## src/rtl/serial_adder_if.sv

```systemverilog
// ---------------------------------------------------------------------------
// serial_adder_if
//   Handshake bundle for the digit-serial adder.
//   Optional feature macro: SERIAL_ADDER_SUB_EN (adds the 'sub' request bit).
//
//   Signals
//     in_valid  : operands presented (master -> slave)
//     in_ready  : adder can accept operands (slave -> master)
//     a, b      : WIDTH-bit operands
//     cin       : carry-in
//     sub       : subtract request (only with SERIAL_ADDER_SUB_EN)
//     out_valid : result held and valid (slave -> master)
//     out_ready : downstream accepts result (master -> slave)
//     sum       : WIDTH-bit result
//     cout      : carry-out of MSB
//     ovf       : signed overflow
//
//   Modports
//     master : the producer/consumer around the adder (e.g. testbench)
//     slave  : the adder itself
// ---------------------------------------------------------------------------
interface serial_adder_if #(
  parameter int WIDTH = 8
);
  logic             in_valid;
  logic             in_ready;
  logic [WIDTH-1:0] a;
  logic [WIDTH-1:0] b;
  logic             cin;
`ifdef SERIAL_ADDER_SUB_EN
  logic             sub;
`endif
  logic             out_valid;
  logic             out_ready;
  logic [WIDTH-1:0] sum;
  logic             cout;
  logic             ovf;

`ifdef SERIAL_ADDER_SUB_EN
  modport master (
    output in_valid, a, b, cin, sub, out_ready,
    input  in_ready, out_valid, sum, cout, ovf
  );

  modport slave (
    input  in_valid, a, b, cin, sub, out_ready,
    output in_ready, out_valid, sum, cout, ovf
  );
`else
  modport master (
    output in_valid, a, b, cin, out_ready,
    input  in_ready, out_valid, sum, cout, ovf
  );

  modport slave (
    input  in_valid, a, b, cin, out_ready,
    output in_ready, out_valid, sum, cout, ovf
  );
`endif

endinterface

```

## src/rtl/serial_adder.sv

```systemverilog
// ---------------------------------------------------------------------------
// serial_adder
//   Digit-serial adder: adds two WIDTH-bit operands plus carry-in, DIGIT bits
//   per clock, with valid/ready handshakes on both sides. Reports sum,
//   carry-out and signed overflow. Result appears STEPS = WIDTH/DIGIT cycles
//   after the accepting edge.
//
//   Optional feature macro: SERIAL_ADDER_SUB_EN
//     When defined, bus.sub = 1 at the accept edge computes a - b
//     (B register loaded with ~b, carry forced to 1, cin ignored).
//
//   Ports
//     clk    : rising-edge clock
//     rst_n  : asynchronous active-low reset
//     bus    : serial_adder_if.slave (in_valid/in_ready/a/b/cin[/sub],
//              out_valid/out_ready/sum/cout/ovf)
//
//   States
//     IDLE | waiting for operands, in_ready=1
//     RUN  | adding one digit per clock, LSB digit first
//     DONE | result held, out_valid=1 until out_ready
// ---------------------------------------------------------------------------
module serial_adder #(
  parameter int WIDTH = 8,
  parameter int DIGIT = 2
) (
  input  logic          clk,
  input  logic          rst_n,
  serial_adder_if.slave bus
);

  generate
    if (WIDTH < 2) begin : g_bad_width
      $error("serial_adder: WIDTH must be >= 2");
    end
    if (DIGIT < 1) begin : g_bad_digit
      $error("serial_adder: DIGIT must be >= 1");
    end else if ((WIDTH % DIGIT) != 0) begin : g_bad_divide
      $error("serial_adder: DIGIT must divide WIDTH exactly");
    end
  endgenerate

  localparam int STEPS = WIDTH / DIGIT;
  localparam int CNT_W = (STEPS > 1) ? $clog2(STEPS) : 1;

  typedef enum logic [1:0] {
    IDLE = 2'd0,
    RUN  = 2'd1,
    DONE = 2'd2
  } state_t;

  state_t             state_q, state_d;
  logic [WIDTH-1:0]   a_q, a_d;
  logic [WIDTH-1:0]   b_q, b_d;
  logic [WIDTH-1:0]   sum_q, sum_d;
  logic               carry_q, carry_d;
  logic [CNT_W-1:0]   cnt_q, cnt_d;
  logic               cout_q, cout_d;
  logic               ovf_q, ovf_d;

  logic [DIGIT-1:0]       digit_a;
  logic [DIGIT-1:0]       digit_b;
  logic [DIGIT:0]         digit_sum;
  logic                   carry_into_msb;
  logic [WIDTH+DIGIT-1:0] sum_shift;

  always_ff @(posedge clk or negedge rst_n) begin
    if (!rst_n) begin
      state_q <= IDLE;
      a_q     <= '0;
      b_q     <= '0;
      sum_q   <= '0;
      carry_q <= 1'b0;
      cnt_q   <= '0;
      cout_q  <= 1'b0;
      ovf_q   <= 1'b0;
    end else begin
      state_q <= state_d;
      a_q     <= a_d;
      b_q     <= b_d;
      sum_q   <= sum_d;
      carry_q <= carry_d;
      cnt_q   <= cnt_d;
      cout_q  <= cout_d;
      ovf_q   <= ovf_d;
    end
  end

  always_comb begin
    state_d = state_q;
    a_d     = a_q;
    b_d     = b_q;
    sum_d   = sum_q;
    carry_d = carry_q;
    cnt_d   = cnt_q;
    cout_d  = cout_q;
    ovf_d   = ovf_q;

    digit_a   = a_q[DIGIT-1:0];
    digit_b   = b_q[DIGIT-1:0];
    digit_sum = {1'b0, digit_a} + {1'b0, digit_b} + {{DIGIT{1'b0}}, carry_q};
    // Carry into the top bit of this digit, recovered from its sum bit.
    // On the final digit that top bit is the operand MSB.
    carry_into_msb = digit_sum[DIGIT-1] ^ digit_a[DIGIT-1] ^ digit_b[DIGIT-1];
    // New digit enters at the MSB side; widened concat keeps DIGIT==WIDTH legal.
    sum_shift = {digit_sum[DIGIT-1:0], sum_q};

    case (state_q)
      IDLE: begin
        if (bus.in_valid) begin
          a_d = bus.a;
`ifdef SERIAL_ADDER_SUB_EN
          b_d     = bus.sub ? ~bus.b : bus.b;
          carry_d = bus.sub ? 1'b1 : bus.cin;
`else
          b_d     = bus.b;
          carry_d = bus.cin;
`endif
          cnt_d   = '0;
          state_d = RUN;
        end
      end

      RUN: begin
        a_d     = a_q >> DIGIT;
        b_d     = b_q >> DIGIT;
        sum_d   = sum_shift[WIDTH+DIGIT-1:DIGIT];
        carry_d = digit_sum[DIGIT];
        cnt_d   = cnt_q + CNT_W'(1);
        if (cnt_q == CNT_W'(STEPS - 1)) begin
          cout_d  = digit_sum[DIGIT];
          ovf_d   = carry_into_msb ^ digit_sum[DIGIT];
          state_d = DONE;
        end
      end

      DONE: begin
        if (bus.out_ready) begin
          state_d = IDLE;
        end
      end

      default: begin
        state_d = IDLE;
      end
    endcase
  end

  assign bus.in_ready  = (state_q == IDLE);
  assign bus.out_valid = (state_q == DONE);
  assign bus.sum       = sum_q;
  assign bus.cout      = cout_q;
  assign bus.ovf       = ovf_q;

endmodule

```

## src/flat_wrapper.sv

```systemverilog
// flat-port wrapper written by rule: the top's interface ports become plain ports
module serial_adder_flat 
#(
  parameter int WIDTH = 8,
  parameter int DIGIT = 2
)
  (clk, rst_n, bus_in_valid, bus_a, bus_b, bus_cin, bus_out_ready, bus_in_ready, bus_out_valid, bus_sum, bus_cout, bus_ovf);
  serial_adder_if #(.WIDTH(WIDTH)) bus_i ();
  input  logic clk;
  input  logic rst_n;
  input wire logic [$bits(bus_i.in_valid)-1:0] bus_in_valid;
  input wire logic [$bits(bus_i.a)-1:0] bus_a;
  input wire logic [$bits(bus_i.b)-1:0] bus_b;
  input wire logic [$bits(bus_i.cin)-1:0] bus_cin;
  input wire logic [$bits(bus_i.out_ready)-1:0] bus_out_ready;
  output wire logic [$bits(bus_i.in_ready)-1:0] bus_in_ready;
  output wire logic [$bits(bus_i.out_valid)-1:0] bus_out_valid;
  output wire logic [$bits(bus_i.sum)-1:0] bus_sum;
  output wire logic [$bits(bus_i.cout)-1:0] bus_cout;
  output wire logic [$bits(bus_i.ovf)-1:0] bus_ovf;
  assign bus_i.in_valid = bus_in_valid;
  assign bus_i.a = bus_a;
  assign bus_i.b = bus_b;
  assign bus_i.cin = bus_cin;
  assign bus_i.out_ready = bus_out_ready;
  assign bus_in_ready = bus_i.in_ready;
  assign bus_out_valid = bus_i.out_valid;
  assign bus_sum = bus_i.sum;
  assign bus_cout = bus_i.cout;
  assign bus_ovf = bus_i.ovf;
  serial_adder #(.WIDTH(WIDTH), .DIGIT(DIGIT)) u_core (.clk(clk), .rst_n(rst_n), .bus(bus_i));
endmodule
```

## config.mk

```make
export PLATFORM = sky130hd
export DESIGN_NAME = serial_adder_flat
export DESIGN_NICKNAME = d
export VERILOG_FILES = /design/src/rtl/serial_adder_if.sv /design/src/rtl/serial_adder.sv /design/src/flat_wrapper.sv
export SDC_FILE = /design/constraint.sdc
export NUM_CORES = 1
export LEC_CHECK = 0
export BUFFER_PORTS_ARGS = -buffer_cell sky130_fd_sc_hd__buf_2
export CAP_MARGIN = 0
export CELL_PAD_IN_SITES_DETAIL_PLACEMENT = 0
export CELL_PAD_IN_SITES_GLOBAL_PLACEMENT = 1
export CORE_MARGIN = 1.5
export CORE_UTILIZATION = 32
export DETAILED_ROUTE_END_ITERATION = 10
export GPL_ROUTABILITY_DRIVEN = 1
export PLACE_DENSITY = 0.6
export SLEW_MARGIN = 20
export SYNTH_ARGS = -nofsm -noshare
export SYNTH_HDL_FRONTEND = slang
export SYNTH_SLANG_ARGS = --single-unit
```

## constraint.sdc

```tcl
create_clock -name clk -period 4.6 [get_ports clk]
set_input_delay 0.92 -clock clk [delete_from_list [all_inputs] [get_ports clk]]
set_output_delay 0.92 -clock clk [all_outputs]
set_load 0.05 [all_outputs]
```

# == Word-level counts from Yosys, hierarchy flattened ==
# Index checks and enable logic that the tools add are counted.
# classes
bitwise,3
n_eq_ne,6
n_mux,12
addsub,3
reduce_logical,5
# ops
cell,count
$pmux 8 s2,2
$mux 8,2
$mux 2,4
$pmux 2 s3,1
$eq 2x2->1 const B,2
$ne 2x2->1 const B,2
$pmux 2 s2,1
$reduce_and 2->1,2
$add 2x2->3,1
$add 3x1->3,1
$reduce_and 3->1,1
$xor 1x1->1,3
$add 2x1->2 const B,1
$eq 2x1->1 const B,1
$logic_not 2->1,1
$ne 2x1->1 const B,1
$pmux 1 s2,1
$reduce_bool 2->1,1
$mux 1,1
# word_totals
in_bits,21
wordCells,37
output_inout_bits,12
reg_bits,31

# == Longest topological paths before layout ==
# Gate-level depths: netlist of run 1.
# depth
ltp_word,5
depth_mapped,6
ltp_nobuf,6

# == Worst setup path after synthesis of run 1 ==
# OpenSTA, ideal clock, no wires.
# synth_timing
path_type,register -> output
start,reg u_core.state_q[1]
end,out bus_in_ready
path_buffers,2
t_arrival_ns,1.335
path_stages_with_launch,4
t_required_ns,3.680
path_slack_ns,2.345
cell_sequence,dfrtp_1 buf_2 buf_2 nor2_1
# synth_via
elab_chain_cells,1
# synth_rtl
item,line_no,source
start: declaration,serial_adder.sv:52,"state_t state_q, state_d;"
start signal: assignment,serial_adder.sv:78,state_q <= state_d;
$logic_not 2->1,serial_adder.sv:149,assign bus.in_ready = (state_q == IDLE);
end: declaration,flat_wrapper.sv:16,output wire logic [$bits(bus_i.in_ready)-1:0] bus_in_ready;
# Every way passes these cells.

# == Worst setup path in the final report of run 1 ==
# layout_timing
start,reg u_core.state_q[1]
end,out bus_out_valid
# layout_via
elab_chain_cells,1
# layout_rtl
item,line_no,source
$eq 2x2->1,serial_adder.sv:150,assign bus.out_valid = (state_q == DONE);
end: declaration,flat_wrapper.sv:17,output wire logic [$bits(bus_i.out_valid)-1:0] bus_out_valid;
# Every way passes these cells.

==> results of run 1 <==
==> how the worst min path moves through the flow <==
| stage | slack [ns] | startpoint | to |
|---|---|---|---|
| 2_1_floorplan | 0.46 | u_core.cnt_q[0] | u_core.cnt_q[0] |
| 3_3_place_gp | 0.45 | u_core.bus.sum[1] | u_core.bus.sum[1] |
| 3_5_place_dp | 0.47 | u_core.bus.sum[1] | u_core.bus.sum[1] |
| 4_1_cts | 0.48 | u_core.bus.sum[1] | u_core.bus.sum[1] |
| 5_1_grt | 0.51 | u_core.bus.sum[1] | u_core.bus.sum[1] |
| 6_report | 0.47 | u_core.bus.sum[1] | u_core.bus.sum[1] |
==> kinds of logic after synthesis <==
group / after synthesis
flops: 31
xor+xnor: 3
simple gates: 60
buf+inv: 19
fa+ha+maj: 3
compound gates: 43
==> metrics by stage <==
stage / power, uW / setup WS, ns / hold WS [ns] / utilization (%)
final: 1390 / 1.90 / 0.472 / 38.7
after floorplan: 1020 / 2.35 / 0.457 / -
after detailed placement: 1130 / 2.20 / 0.465 / 36.2
after CTS: 1410 / 1.88 / 0.482 / 38.7
after global routing: 1510 / 1.77 / 0.513 / 38.7
after global placement: 1110 / 2.22 / 0.455 / 36.2
==> report_power, final <==
part / switching [uW] / total, uW / internal (uW)
sequential: 122 / 509 / 387
combinational: 383 / 604 / 221
clock: 103 / 279 / 175
total: 608 / 1390 / 783
==> sequential cells by signal, indices dropped and copies added (netlist names) <==
name and cells:
u_core.carry_q 1, u_core.b_q 8, u_core.bus.cout 1, u_core.cnt_q 2, u_core.bus.ovf 1, u_core.bus.sum 8
u_core.state_q 2, u_core.a_q 8
==> metal layers <==
metal / global-route usage (%) / vias to the layer above / routed length (um)
li1: - / 597 / -
met1: 18.0 / 581 / 1490
met2: 21.4 / 32 / 1440
met3: 3.75 / 8 / 172
met4: 6.92 / 0 / 70
met5: 0 / - / 0
==> cell type report <==
class                           count  area (sq um)  share of cell area, %
Inverter                            9          33.8                   1.86
Clock buffer                        6          82.6                   4.55
Timing Repair Buffer               33           168                   9.24
Sequential cell                    31           776                   42.7
Multi-Input combinational cell    109           653                   36.0
Tap cell                           54          67.6                   3.72
Clock inverter                      2          35.0                   1.93
==> synth_stat cells <==
master	instances
nor2_2	1
o211ai_1	1
a22oi_2	3
nand3b_1	1
nand2b_1	12
inv_1	9
o21ai_1	9
buf_2	4
nand2_1	41
a221o_1	9
xnor2_1	3
nand2b_2	1
o21ai_0	16
buf_6	4
clkbuf_2	1
dfrtp_1	31
a21oi_1	2
buf_4	1
nor2b_1	2
nor4bb_1	1
nor2_1	1
ha_1	1
o311ai_1	3
fa_1	2
==> worst max-delay path: cells and delay by family, from the launching register on <==
kind | cells | cell delay (ns)
DFF | 1 | 1.02
buffers and inverters | 2 | 0.33
and+or+nand+nor | 1 | 0.14
==> impl_metrics.ini, run 1 <==
[status]
status = completed

[grt]
antenna_found_initial = 0
grt_pass1_vias = 1139
gr-total-overflow = 0
grt_usage_pct = 13.9
grt_start_max_net_pins = 40
grt_pass1_wl_um = 5530

[timing]
setup_viol = 0
slew_viol_final = 0
max_clock_freq_ghz = 0.370
hold_viol = 0
fin_crit_ns = 2.70
worst_slew_pin_slew_ns = 1.02
rsz0062_at_grt = no
fin_setup_tns_ns = 0
slew_headroom_pct = 31.8
clock_skew_ns = 0.00403
post-route-period-util_pct = 58.7

[clock_tree]
root_buffer = clkbuf_8
postCtsHoldBufs = 0
clk_pin_slew_ns = 0.07
cts_setup_buffers = 0
cts-htree-levels = 2
clock_latency_ns = 0.28
clockBufferDepth = 2
cts_made_buffers = 5
post_cts_resized = 0
clock_sinks = 31
cts_tree = built

[finish]
fin_cells = 244
drive_gt1_share_pct = 24.2
final_cell_area_sq_um = 1820
antenna_cells = 0
syn2layout_area_growth_pct = 17.9
fin_nets = 213
fillers = 510
mostFrequentLayoutCell = nand2_1
layout_common_cells = nand2_1, buf_2, dfrtp_1, o21ai_0, nand2b_1

[worst_setup_path]
crit_fanout = 39
worstSetupPathType = reg2out
r2r-end = u_core.a_q[5]
worstSetupStartpoint = u_core.state_q[1]
r2r_cells = 3
reg2reg_slack_ns = 2.39
path_cells = nand2b_1, inv_1, buf_2
cp.arrival_ns = 1.78
required_ns = 3.68
max_stage_delay_ns = 1.02
cp-end-kind = output pin
worstSetupStartpointType = flop
critPathSlowestCell = dfrtp_1
crit_path_end = bus_out_valid
reg2reg_from = u_core.state_q[1]

[place]
placed_cells = 236
globalplace.congestion = 0.708
port_buffers = 32
place_hpwl_um = 2110
dpl_cell_area_sq_um = 1700

[logic_synthesis]
synthAdderAreaFrac_pct = 3.41
synth-compound-area-share_pct = 19.3
synth-seq-cells = 31
syn_inst = 159
synth_top_area_share_pct = 50.4
syn_avg_cell_area_sq_um = 9.69
netlist.top_cell.by_area = dfrtp_1
synth_nets = 183
yosysUniqueCellTypes = 24
synthTopCellsByArea = dfrtp_1, nand2_1, a221o_1
synth-xor-area-share_pct = 1.71
syn-cell-area_sq_um = 1540
synth-simple-area-share_pct = 18.0
synth_top_family_by_area = compound AO/OA/AOI/OAI gates
ys_seq_area_share_pct = 50.4
synth.area.mux_share_pct = 0
ys_warn_count = 0

[worst_hold_path]
hp-class = reg2reg
holdPathStages = 2

[route]
drt-initial-drc-count = 43
finalWirelength_um = 3170
wire_per_inst_um = 13.0
drc = 0
dr.pass1.iters = 4
ant_nets = 0
viasPerCell = 4.99
vias = 1218

[floorplanning]
core_sq_um = 4690
start_util_pct = 32.8
die-area_sq_um = 5240
rows = 25
die_w_um = 72.4
io_pins = 33
die_y_um = 72.4

[power]
power.leakage_uw = 0.000878
ir_worst_vdd_mv = 0.288
power_per_cell_area_nw_per_um2 = 766

[run]
cap_violations = 0
No activity file was read; power rests on OpenSTA's default activity.
==> run 2, diff against run 1 <==
==> constraint.sdc (replaced) <==
create_clock -name clk -period 2.5 [get_ports clk]
set_input_delay 0.5 -clock clk [delete_from_list [all_inputs] [get_ports clk]]
set_output_delay 0.5 -clock clk [all_outputs]
set_load 0.05 [all_outputs]
==> impl_metrics.ini, run 2 (synthesis results as in run 1) <==
[timing]
worst_slew_pin_slew_ns = 0.693
max_clock_freq_ghz = 0.520
post-route-period-util_pct = 77.0
setup_viol = 0
slew_viol_final = 0
fin_crit_ns = 1.92
slew_headroom_pct = 53.8
fin_setup_tns_ns = 0
clock_skew_ns = 0.00411
hold_viol = 0
rsz0062_at_grt = no
whs_ns = 0.257

[power]
ir_worst_vdd_mv = 0.384
power.leakage_uw = 0.000869
finalPower_uw = 2450
power_per_cell_area_nw_per_um2 = 1370

[route]
dr.pass1.iters = 4
finalWirelength_um = 3330
ant_nets = 0
viasPerCell = 4.93
drc = 0
wire_per_inst_um = 13.5
drt-initial-drc-count = 55
vias = 1212

[worst_setup_path]
required_ns = 2.00
worstSetupStartpointType = flop
reg2reg_slack_ns = 0.58
cp.arrival_ns = 1.42
crit_fanout = 18
r2r_cells = 6
reg2reg_from = u_core.carry_q
worstSetupPathType = reg2out
cp-end-kind = output pin
r2r-end = u_core.bus.ovf
worstSetupStartpoint = u_core.state_q[1]

[finish]
final_core_util_pct = 38.2
drive_gt1_share_pct = 24.0
mostFrequentLayoutCell = nand2_1
final_cell_area_sq_um = 1790
fillers = 493
antenna_cells = 0
syn2layout_area_growth_pct = 16.5
fin_nets = 215
layout_common_cells = nand2_1, buf_2, dfrtp_1, o21ai_0, nand2b_1

[clock_tree]
clk_pin_slew_ns = 0.06
clock_sinks = 31
clock_latency_ns = 0.28
postCtsHoldBufs = 0
post_cts_resized = 0
cts_made_buffers = 5
cts_setup_buffers = 0
cts_tree = built
root_buffer = clkbuf_8
cts-htree-levels = 2
clockBufferDepth = 2

[place]
dpl_cell_area_sq_um = 1710
port_buffers = 32
globalplace.congestion = 0.724
place_hpwl_um = 2260

[floorplanning]
io_pins = 33
core_sq_um = 4690
start_util_pct = 32.8
die-area_sq_um = 5240
die_y_um = 72.4
die_w_um = 72.4
rows = 25

[grt]
grt_pass1_vias = 1255
grt_usage_pct = 15.0
antenna_found_initial = 0
grt_start_max_net_pins = 32
gr-total-overflow = 0
grt_pass1_wl_um = 5900

[run]
cap_violations = 0

[status]
status = completed

[worst_hold_path]
hp-class = in2async
-- run 2: cell count changes in the layout (fill, tap and decap cells not counted), sizes merged --
cell    previous run  this run
bufinv             1         0
buf               33        35
clkbuf             6         7
-- run 2: final cells by class --
class | instances | area [sq um] | area share [%]
Timing Repair Buffer | 35 | 183 | 10.2
Multi-Input combinational cell | 109 | 653 | 36.4
Clock buffer | 7 | 76.3 | 4.25
Inverter | 9 | 33.8 | 1.88
Clock inverter | 1 | 5.00 | 0.279
Sequential cell | 31 | 776 | 43.2
Tap cell | 54 | 67.6 | 3.77
-- run 2: power breakdown --
part | switching (uW) | internal (uW)
registers | 198 | 712
logic | 746 | 420
clock network | 181 | 195
total | 1120 | 1330
-- run 2: stage by stage --
step | std cells | setup WS, ns
2_1_floorplan | 159 | 0.665
3_3_place_gp | 238 | 0.673
3_5_place_dp | 238 | 0.601
4_1_cts | 246 | 0.560
5_1_grt | 246 | 0.453
6_report | 246 | 0.576
-- run 2: worst max path at each step --
| stage | to | slack [ns] | depth (start not counted) |
|---|---|---|---|
| 2_1_floorplan | bus_in_ready | 0.67 | 3 |
| 3_3_place_gp | u_core.bus.ovf | 0.67 | 6 |
| 3_5_place_dp | u_core.bus.ovf | 0.60 | 6 |
| 4_1_cts | bus_out_valid | 0.56 | 3 |
| 5_1_grt | bus_out_valid | 0.45 | 3 |
| 6_report | bus_out_valid | 0.58 | 3 |
-- run 2: layer usage --
metal	wire length, um	GRT usage [%]	share of wire [%]
met1	1470	18.0	44
met4	60	6.29	1.8
met2	1630	25.1	49
met5	0	0	0
met3	164	4.31	4.9
-- run 2: worst max-delay path, stage by stage, from the launching register on --
cell      delay (ns)
dfrtp_1         0.68
nand2b_1        0.14
inv_1           0.07
buf_2           0.25
==> run 3, diff against run 2 <==
==> constraint.sdc (replaced) <==
create_clock -name clk -period 1.8 [get_ports clk]
set_input_delay 0.36 -clock clk [delete_from_list [all_inputs] [get_ports clk]]
set_output_delay 0.36 -clock clk [all_outputs]
set_load 0.05 [all_outputs]
==> impl_metrics.ini, run 3 (synthesis results as in run 1) <==
[status]
status = completed

[worst_setup_path]
path_cells = inv_2, fa_2, fa_1, xnor2_1, xnor2_1, o21ai_1
cp.arrival_ns = 1.93
max_stage_delay_ns = 0.51
critPathSlowestCell = fa_1
cp-end-kind = flop
crit_fanout = 2
worstSetupPathType = reg2reg
worstSetupStartpointType = flop
reg2reg_from = u_core.a_q[0]
path_common_cell = xnor2_1
r2r_cells = 6
required_ns = 1.96
r2r-end = u_core.bus.ovf
reg2reg_slack_ns = 0.04
worstSetupStartpoint = u_core.a_q[0]

[timing]
slew_headroom_pct = 53.8
post-route-period-util_pct = 98.0
setup_viol = 0
clock_skew_ns = 0.00484
max_clock_freq_ghz = 0.567
worst_slew_pin_slew_ns = 0.693
rsz0062_at_grt = yes
fin_crit_ns = 1.76
whs_ns = 0.123
hold_viol = 0
slew_viol_final = 0

[clock_tree]
clk_pin_slew_ns = 0.06
clockBufferDepth = 2
cts_made_buffers = 5
clock_latency_ns = 0.28
root_buffer = clkbuf_8
cts-htree-levels = 2
cts_tree = built
clock_sinks = 31

[route]
drt-initial-drc-count = 45
drc = 0
wire_per_inst_um = 13.1
dr.pass1.iters = 4
viasPerCell = 4.95
finalWirelength_um = 3300
ant_nets = 0
vias = 1253

[grt]
grt_pass1_vias = 1204
grtUsageMet2_pct = 23.0
grt_usage_pct = 14.2
top_usage_layer = met2
gr-total-overflow = 0
grt_start_max_net_pins = 40
grt_pass1_wl_um = 5690
gr-usage-met1_pct = 17.8
antenna_found_initial = 0
grtUsageMet3_pct = 4.44

[power]
pwr-share-comb_pct = 50.4
seqPwrFrac_pct = 35.0
power.leakage_uw = 0.000906
ir_worst_vdd_mv = 0.620
intPower_uw = 1950
power_per_cell_area_nw_per_um2 = 1890
clockPowerShare_pct = 14.6
p_switching_uw = 1570
swShare_pct = 44.7

[finish]
fin_nets = 222
layout_common_cells = nand2_1, buf_2, dfrtp_1, o21ai_0, nand2b_1
mostFrequentLayoutCell = nand2_1
syn2layout_area_growth_pct = 20.9
final_cell_area_sq_um = 1860
drive_gt1_share_pct = 27.6
ff_latch_area_sq_um = 776
fillers = 489
final_core_util_pct = 39.7
multi_input_area_sq_um = 656
antenna_cells = 0

[place]
place_hpwl_um = 2270
port_buffers = 32
dpl_cell_area_sq_um = 1760
globalplace.congestion = 0.687

[floorplanning]
die_w_um = 72.4
start_util_pct = 32.8
io_pins = 33
rows = 25
die-area_sq_um = 5240
die_y_um = 72.4
core_sq_um = 4690

[run]
cap_violations = 0

[worst_hold_path]
hp-class = in2async
## run 3: routing by layer
| metal | share of wire (%) | vias to the layer above |
|---|---|---|
| met4 | 1.5 | 0 |
| li1 | - | 613 |
| met1 | 45 | 602 |
| met3 | 5.2 | 6 |
| met2 | 48 | 32 |
| met5 | 0 | - |
## run 3: repair_timing
action | CTS | global route
resized for setup | 3 | 0
hold buffers | 0 | 0
pin swaps | 4 | 2
endpoints found under the hold margin | 0 | 0
buffers inserted | 1 | 1
setup endpoints to repair | 1 | 1
## run 3: power groups by stage
stage	registers (uW)	clock network, uW	logic [uW]
2_1_floorplan	1500	0	1100
5_1_grt	1280	571	1960
6_report	1230	512	1770
3_5_place_dp	1250	0	1770
4_1_cts	1240	539	1790
3_3_place_gp	1230	0	1730
## run 3: worst max path at each step
stage / endpoint / slack [ns] / cells after the start
final: u_core.bus.ovf / 0.04 / 6
after global routing: u_core.bus.ovf / -0.02 / 6
after CTS: u_core.bus.ovf / -0.008 / 6
after detailed placement: u_core.bus.ovf / -0.05 / 6
after global placement: u_core.bus.ovf / -0.005 / 6
after floorplan: u_core.bus.ovf / 0.02 / 6
## run 3: per-stage QoR
step	total power (uW)	worst slack, ns	TNS (ns)	std cells
3_5_place_dp	3010	-0.0509	-0.0509	243
4_1_cts	3570	-0.00782	-0.00782	252
6_report	3520	0.0352	0	253
5_1_grt	3810	-0.0166	-0.0166	253
3_3_place_gp	2960	-0.00515	-0.00515	243
2_1_floorplan	2600	0.0192	0	159
## run 3: critical path: cells and delay by family (launching register included)
family | cells | cell delay, ns
flip-flops | 1 | 0.37
adder cells (fa/ha/maj) | 2 | 0.89
XOR/XNOR | 2 | 0.28
AO/OA/AOI/OAI | 1 | 0.07
buffers and inverters | 1 | 0.05
## run 3: layout make-up
cell class,count,share of cell area [%]
inverters,9,1.81
flip-flops and latches,31,41.7
well taps,54,3.63
clock inverters,1,0.269
clock buffers,7,4.10
multi-input cells,109,35.2
repair buffers,42,13.3
